<file path="src/rtl/add64_sched.sv">
// add64_sched: two-client scheduler that runs 64-bit add/subtract on one
// shared 32-bit adder in two passes (low word, then high word), with the
// inter-pass carry held in a flop. Round-robin arbitration between clients.
//
// Ports:
//   clk, reset         rising-edge clock, synchronous active-high reset
//   req0/req1          client requests, held until matching gnt
//   a0,b0,sub0         client 0 operands and op (1 = a - b)
//   a1,b1,sub1         client 1 operands and op
//   gnt0/gnt1          one-cycle pulse: request accepted, operands latched
//   busy               operation in flight (state != IDLE)
//   done               one-cycle pulse: result/cout/ovf/done_id valid
//   done_id            client index of the completed operation
//   result, cout, ovf  64-bit result, carry out of bit 63, signed overflow

module add32 (
  input  logic [31:0] a,
  input  logic [31:0] b,
  input  logic        cin,
  output logic [31:0] s,
  output logic        cout
);
  assign {cout, s} = {1'b0, a} + {1'b0, b} + {32'd0, cin};
endmodule

module add64_sched (
  input  logic        clk,
  input  logic        reset,
  input  logic        req0,
  input  logic        req1,
  input  logic [63:0] a0,
  input  logic [63:0] b0,
  input  logic        sub0,
  input  logic [63:0] a1,
  input  logic [63:0] b1,
  input  logic        sub1,
  output logic        gnt0,
  output logic        gnt1,
  output logic        busy,
  output logic        done,
  output logic        done_id,
  output logic [63:0] result,
  output logic        cout,
  output logic        ovf
);
  typedef enum logic [1:0] {IDLE = 2'd0, LOW = 2'd1, HIGH = 2'd2} st_t;

  st_t         state, nxt;
  logic [63:0] a_r, b_r;     // b_r already inverted for subtract
  logic        sub_r, id_r, last, carry;
  logic [31:0] lo_r;
  logic        any_req, pick;
  logic [31:0] add_a, add_b, add_s;
  logic        add_cin, add_co;

  // Tie goes to the client not granted last; a lone requester always wins.
  assign any_req = req0 | req1;
  assign pick    = (req0 & req1) ? ~last : req1;
  assign busy    = (state != IDLE);

  always_ff @(posedge clk) begin
    if (reset) state <= IDLE;
    else       state <= nxt;
  end

  always_comb begin
    nxt = state;
    case (state)
      IDLE:    if (any_req) nxt = LOW;
      LOW:     nxt = HIGH;
      HIGH:    nxt = IDLE;
      default: nxt = IDLE;
    endcase
  end

  // Shared adder input mux. IDLE selects the low word of the latched
  // operands; those registers are reset, so nothing downstream sees X.
  always_comb begin
    add_a   = a_r[31:0];
    add_b   = b_r[31:0];
    add_cin = sub_r;
    if (state == HIGH) begin
      add_a   = a_r[63:32];
      add_b   = b_r[63:32];
      add_cin = carry;
    end
  end

  add32 u_add (.a(add_a), .b(add_b), .cin(add_cin), .s(add_s), .cout(add_co));

  always_ff @(posedge clk) begin
    if (reset) begin
      a_r     <= '0;
      b_r     <= '0;
      sub_r   <= 1'b0;
      id_r    <= 1'b0;
      last    <= 1'b1;
      carry   <= 1'b0;
      lo_r    <= '0;
      gnt0    <= 1'b0;
      gnt1    <= 1'b0;
      done    <= 1'b0;
      done_id <= 1'b0;
      result  <= '0;
      cout    <= 1'b0;
      ovf     <= 1'b0;
    end else begin
      gnt0 <= 1'b0;
      gnt1 <= 1'b0;
      done <= 1'b0;
      case (state)
        IDLE: if (any_req) begin
          a_r   <= pick ? a1 : a0;
          b_r   <= pick ? (sub1 ? ~b1 : b1) : (sub0 ? ~b0 : b0);
          sub_r <= pick ? sub1 : sub0;
          id_r  <= pick;
          last  <= pick;
          gnt0  <= ~pick;
          gnt1  <= pick;
        end
        LOW: begin
          lo_r  <= add_s;
          carry <= add_co;
        end
        HIGH: begin
          result  <= {add_s, lo_r};
          cout    <= add_co;
          ovf     <= (a_r[63] == b_r[63]) && (add_s[31] != a_r[63]);
          done_id <= id_r;
          done    <= 1'b1;
        end
        default: ;
      endcase
    end
  end
endmodule

</file>
<file path="config.mk">
export PLATFORM = sky130hd
export DESIGN_NAME = add64_sched
export DESIGN_NICKNAME = d
export VERILOG_FILES = /design/src/rtl/add64_sched.sv
export SDC_FILE = /design/constraint.sdc
export NUM_CORES = 1
export LEC_CHECK = 0
export ABC_AREA = 1
export BUFFER_PORTS_ARGS = -buffer_cell sky130_fd_sc_hd__buf_2
export CAP_MARGIN = 20
export CORE_ASPECT_RATIO = 1.25
export CORE_MARGIN = 4
export CORE_UTILIZATION = 50
export CTS_BUF_LIST = sky130_fd_sc_hd__clkbuf_4 sky130_fd_sc_hd__clkbuf_8
export DETAILED_ROUTE_END_ITERATION = 7
export PLACE_DENSITY = 0.75
export SYNTH_ARGS = -nofsm -noshare
export SYNTH_HDL_FRONTEND = slang
export SYNTH_HIERARCHICAL = 1
export SYNTH_SLANG_ARGS = --single-unit
</file>
<file path="constraint.sdc">
create_clock -name clk -period 6.5 [get_ports clk]
set_clock_uncertainty 0.05 [all_clocks]
set_input_delay 1.625 -clock clk [delete_from_list [all_inputs] [get_ports clk]]
set_output_delay 1.625 -clock clk [all_outputs]
set_load 0.03 [all_outputs]
</file>
==> summary.txt <==
Run status
  • Status: finished clean

Floorplan
  • Row count: 68
  • Core Box Area: 0.0277 mm²
  • Initial core utilization: 51.0%
  • DIE HEIGHT: 196 µm
  • IO Pins: ~330
  • Die area: 0.0311 mm²
  • Die width: 159 µm

Place
  • Routability cong.: 0.913
  • Final HPWL DP: 30.4 mm
  • Port bufs: 332
  • Number of cells after detailed placement: 2832

Routing
  • Wire length per cell: 14.0 µm
  • Drt first pass iters: 5
  • Total wire length after detailed routing: a little over 40 mm
  • Final ANT Viol Nets: 0
  • Via-per-instance ratio: 4.86
  • DR WL met2: 19.4 mm
  • DR vias: 14100
  • WL met1: approximately 18 mm
  • Routed wl met3: approximately 2.1 mm
  • DRC Markers: 0
  • Initial DRC Count: 814
  • Max layer used: met5

Yosys
  • Post-synth EDFFs: 0
  • Mapped Cells: around 2300
  • FFs w/ async S/R, synth: 0%
  • Most frequent cell after synthesis: nand2_1
  • Avg Cell Area, Syn: 6.23 µm²
  • Synth top cells by count: 698 x nand2_1, 364 x nor2_1, 236 x dfxtp_1
  • Post-synthesis register bit count: ~240
  • Top_reg_cell synth: dfxtp_1
  • Synth cell types: 31
  • Synth top area share: roughly 33%
  • Synthesized area: 0.0142 mm²
  • Yosys warning total: 6
  • Synth area leaders: dfxtp_1 33%, nand2_1 19%, nor2_1 9.7%
  • Mapped Nets: 2566
  • Register area share after synthesis: 33.4%
  • Synth area leader: dfxtp_1

STA
  • # setup viols final: 0
  • Min Hold Slack: roughly 0.42 ns
  • Slew @ Worst Pin: 1.02 ns
  • Slew Limit Headroom: 31.7%
  • Period utilisation layout: 63.7%
  • Slew Limit Fails: 0
  • FMAX: 242 MHz
  • RSZ-0062 raised after global routing: no
  • Crit path time final: 4.14 ns
  • Final hold violations: 0
  • Setup_tns: 0 ns

CTS
  • TritonCTS clock tree: done
  • Deepest clock path buffer count: 3
  • PostCTS Resize Cnt: 0
  • Setup bufs post-CTS: 0
  • CTS root buf: clkbuf_8
  • CTS sink cnt: 236
  • Hold buffers post-CTS: 0
  • Total CTS buffers: 37
  • H-tree depth: 2
  • Clock slew at reported path FFs: approximately 0.070 ns
  • Clock latency on the worst-skew pair: around 0.53 ns

Cells and area
  • Nets@finish: 2819
  • Share of layout cells above drive strength 1: roughly 17%
  • N_diodes: 0
  • Finished Layout Cells: 2902
  • # fillers: 2789
  • Layout area overhead: 17.1%

Power
  • Total power draw: 4.22 mW
  • Pwr Density: 255 mW/mm²
  • Leakage dissipation: 9.04 nW
  • Peak VDD IR: ~120 µV

Critical path
  • CP peak stage delay: 0.67 ns
  • Crit-path max FO: 89
  • Slowest stage cell, crit path: clkinv_2
  • Startpoint types: flop
  • WP buf/inv: 2
  • Most frequent CP cell: nand2_1
  • Worst path cell trace: inv_2 -> nand2_4 -> clkinv_2 -> nand2_1 -> nand2_1 -> fa_1 -> fa_1 -> nand3_1 -> nand3_1 -> nand2_1 -> nand2_2 -> nand3_1 -> nand3_1 -> nand2_1 -> nand2_1 -> o21ai_0 -> nor2_1
  • Cell family with the largest share of critical-path delay: simple AND/OR/NAND/NOR gates
  • Worst path arrival time: 4.51 ns
  • Critical path class: flop to flop
  • Worst setup EP type: flop
  • Data required, critical path: slightly below 7 ns

GRT
  • First-pass GRT wire length: between 60 and 70 mm
  • Vias in the first global route: 13200
  • Grt ovf: 0
  • Initial antenna violation count: 2
  • Largest net degree at the start of global routing: 100
  • GRT Util Overall: 25.4%

Flow run
  • Max cap viols: 0

Hold path
  • Worst min path class: flop to flop
sequential cells by signal, indices dropped and copies added (netlist names), 2 cells and up:
name    count
state       2
a_r        64
b_r        64
result     64
lo_r       32
cell type report:
class	instances	area (µm²)	share of cell area, %
Multi-Input combinational cell	1677	7900	47.7
Sequential cell	236	4720	28.5
Timing Repair Buffer	345	1850	11.1
Inverter	227	858	5.18
Clock buffer	53	661	3.98
Tap cell	350	438	2.64
Clock inverter	14	150	0.906
final timing paths:
check,endpoint,slack (ns),cells after the start,start
min,last,0.42,2,last
min reg2reg,last,0.42,2,last
max,cout,2.36,17,state[0]
max reg2reg,cout,2.36,17,state[0]
layer usage:
metal | vias to the layer above | GRT usage (%)
met5 | - | 0
met4 | 4 | 7.24
met3 | 70 | 3.27
met2 | 382 | 42.8
met1 | 6159 | 33.9
li1 | 7500 | -
through the flow:
stage                     utilization, %  setup slack [ns]  cell area, µm²
final                               59.8              2.36           16600
after CTS                           59.5              2.29           16500
after global routing                59.8              1.87           16600
after detailed placement            56.6              2.33           15700
after global placement              56.6              2.39           15700
after floorplan                        -              3.58           14200
worst min-delay path, stage by stage (launching register included):
cell	delay (ns)
dfxtp_1	0.33
nand2_1	0.06
nand3_1	0.06
placed cells by master, fill, tap and decap left out, types with 2 or more instances in the layout:
cell,count
clkinvlp_4,2
fa_1,2
dfxtp_1,236
xor2_1,138
clkbuf_8,42
nand2_4,2
a21oi_1,122
nor2_1,364
nand2_2,7
inv_2,3
ha_1,31
clkbuf_4,11
nand3_1,95
nor2_2,2
buf_4,9
inv_1,220
nand4_1,3
buf_2,330
buf_12,5
o21ai_1,6
clkinv_2,10
nor3_1,6
bufinv_16,3
nand2_1,697
inv_4,2
o21ai_0,193
logic make-up (layout without fill, tap and decap cells):
kind of cell	after synthesis	in the layout	share of synthesized area, %
XOR/XNOR	139	139	8.60
adder cells (fa/ha/maj)	33	33	3.02
flip-flops	236	236	33.4
AND/OR/NAND/NOR	1181	1181	32.6
buffers and inverters	358	639	10.9
AO/OA/AOI/OAI	324	324	11.5
power breakdown:
group	internal (mW)	total, mW	switching, mW	leakage [nW]
registers	1.60	1.66	0.0693	1.95
logic	0.414	1.20	0.782	6.66
clock network	0.779	1.36	0.580	0.430
Power figures use the tool's default switching activity.
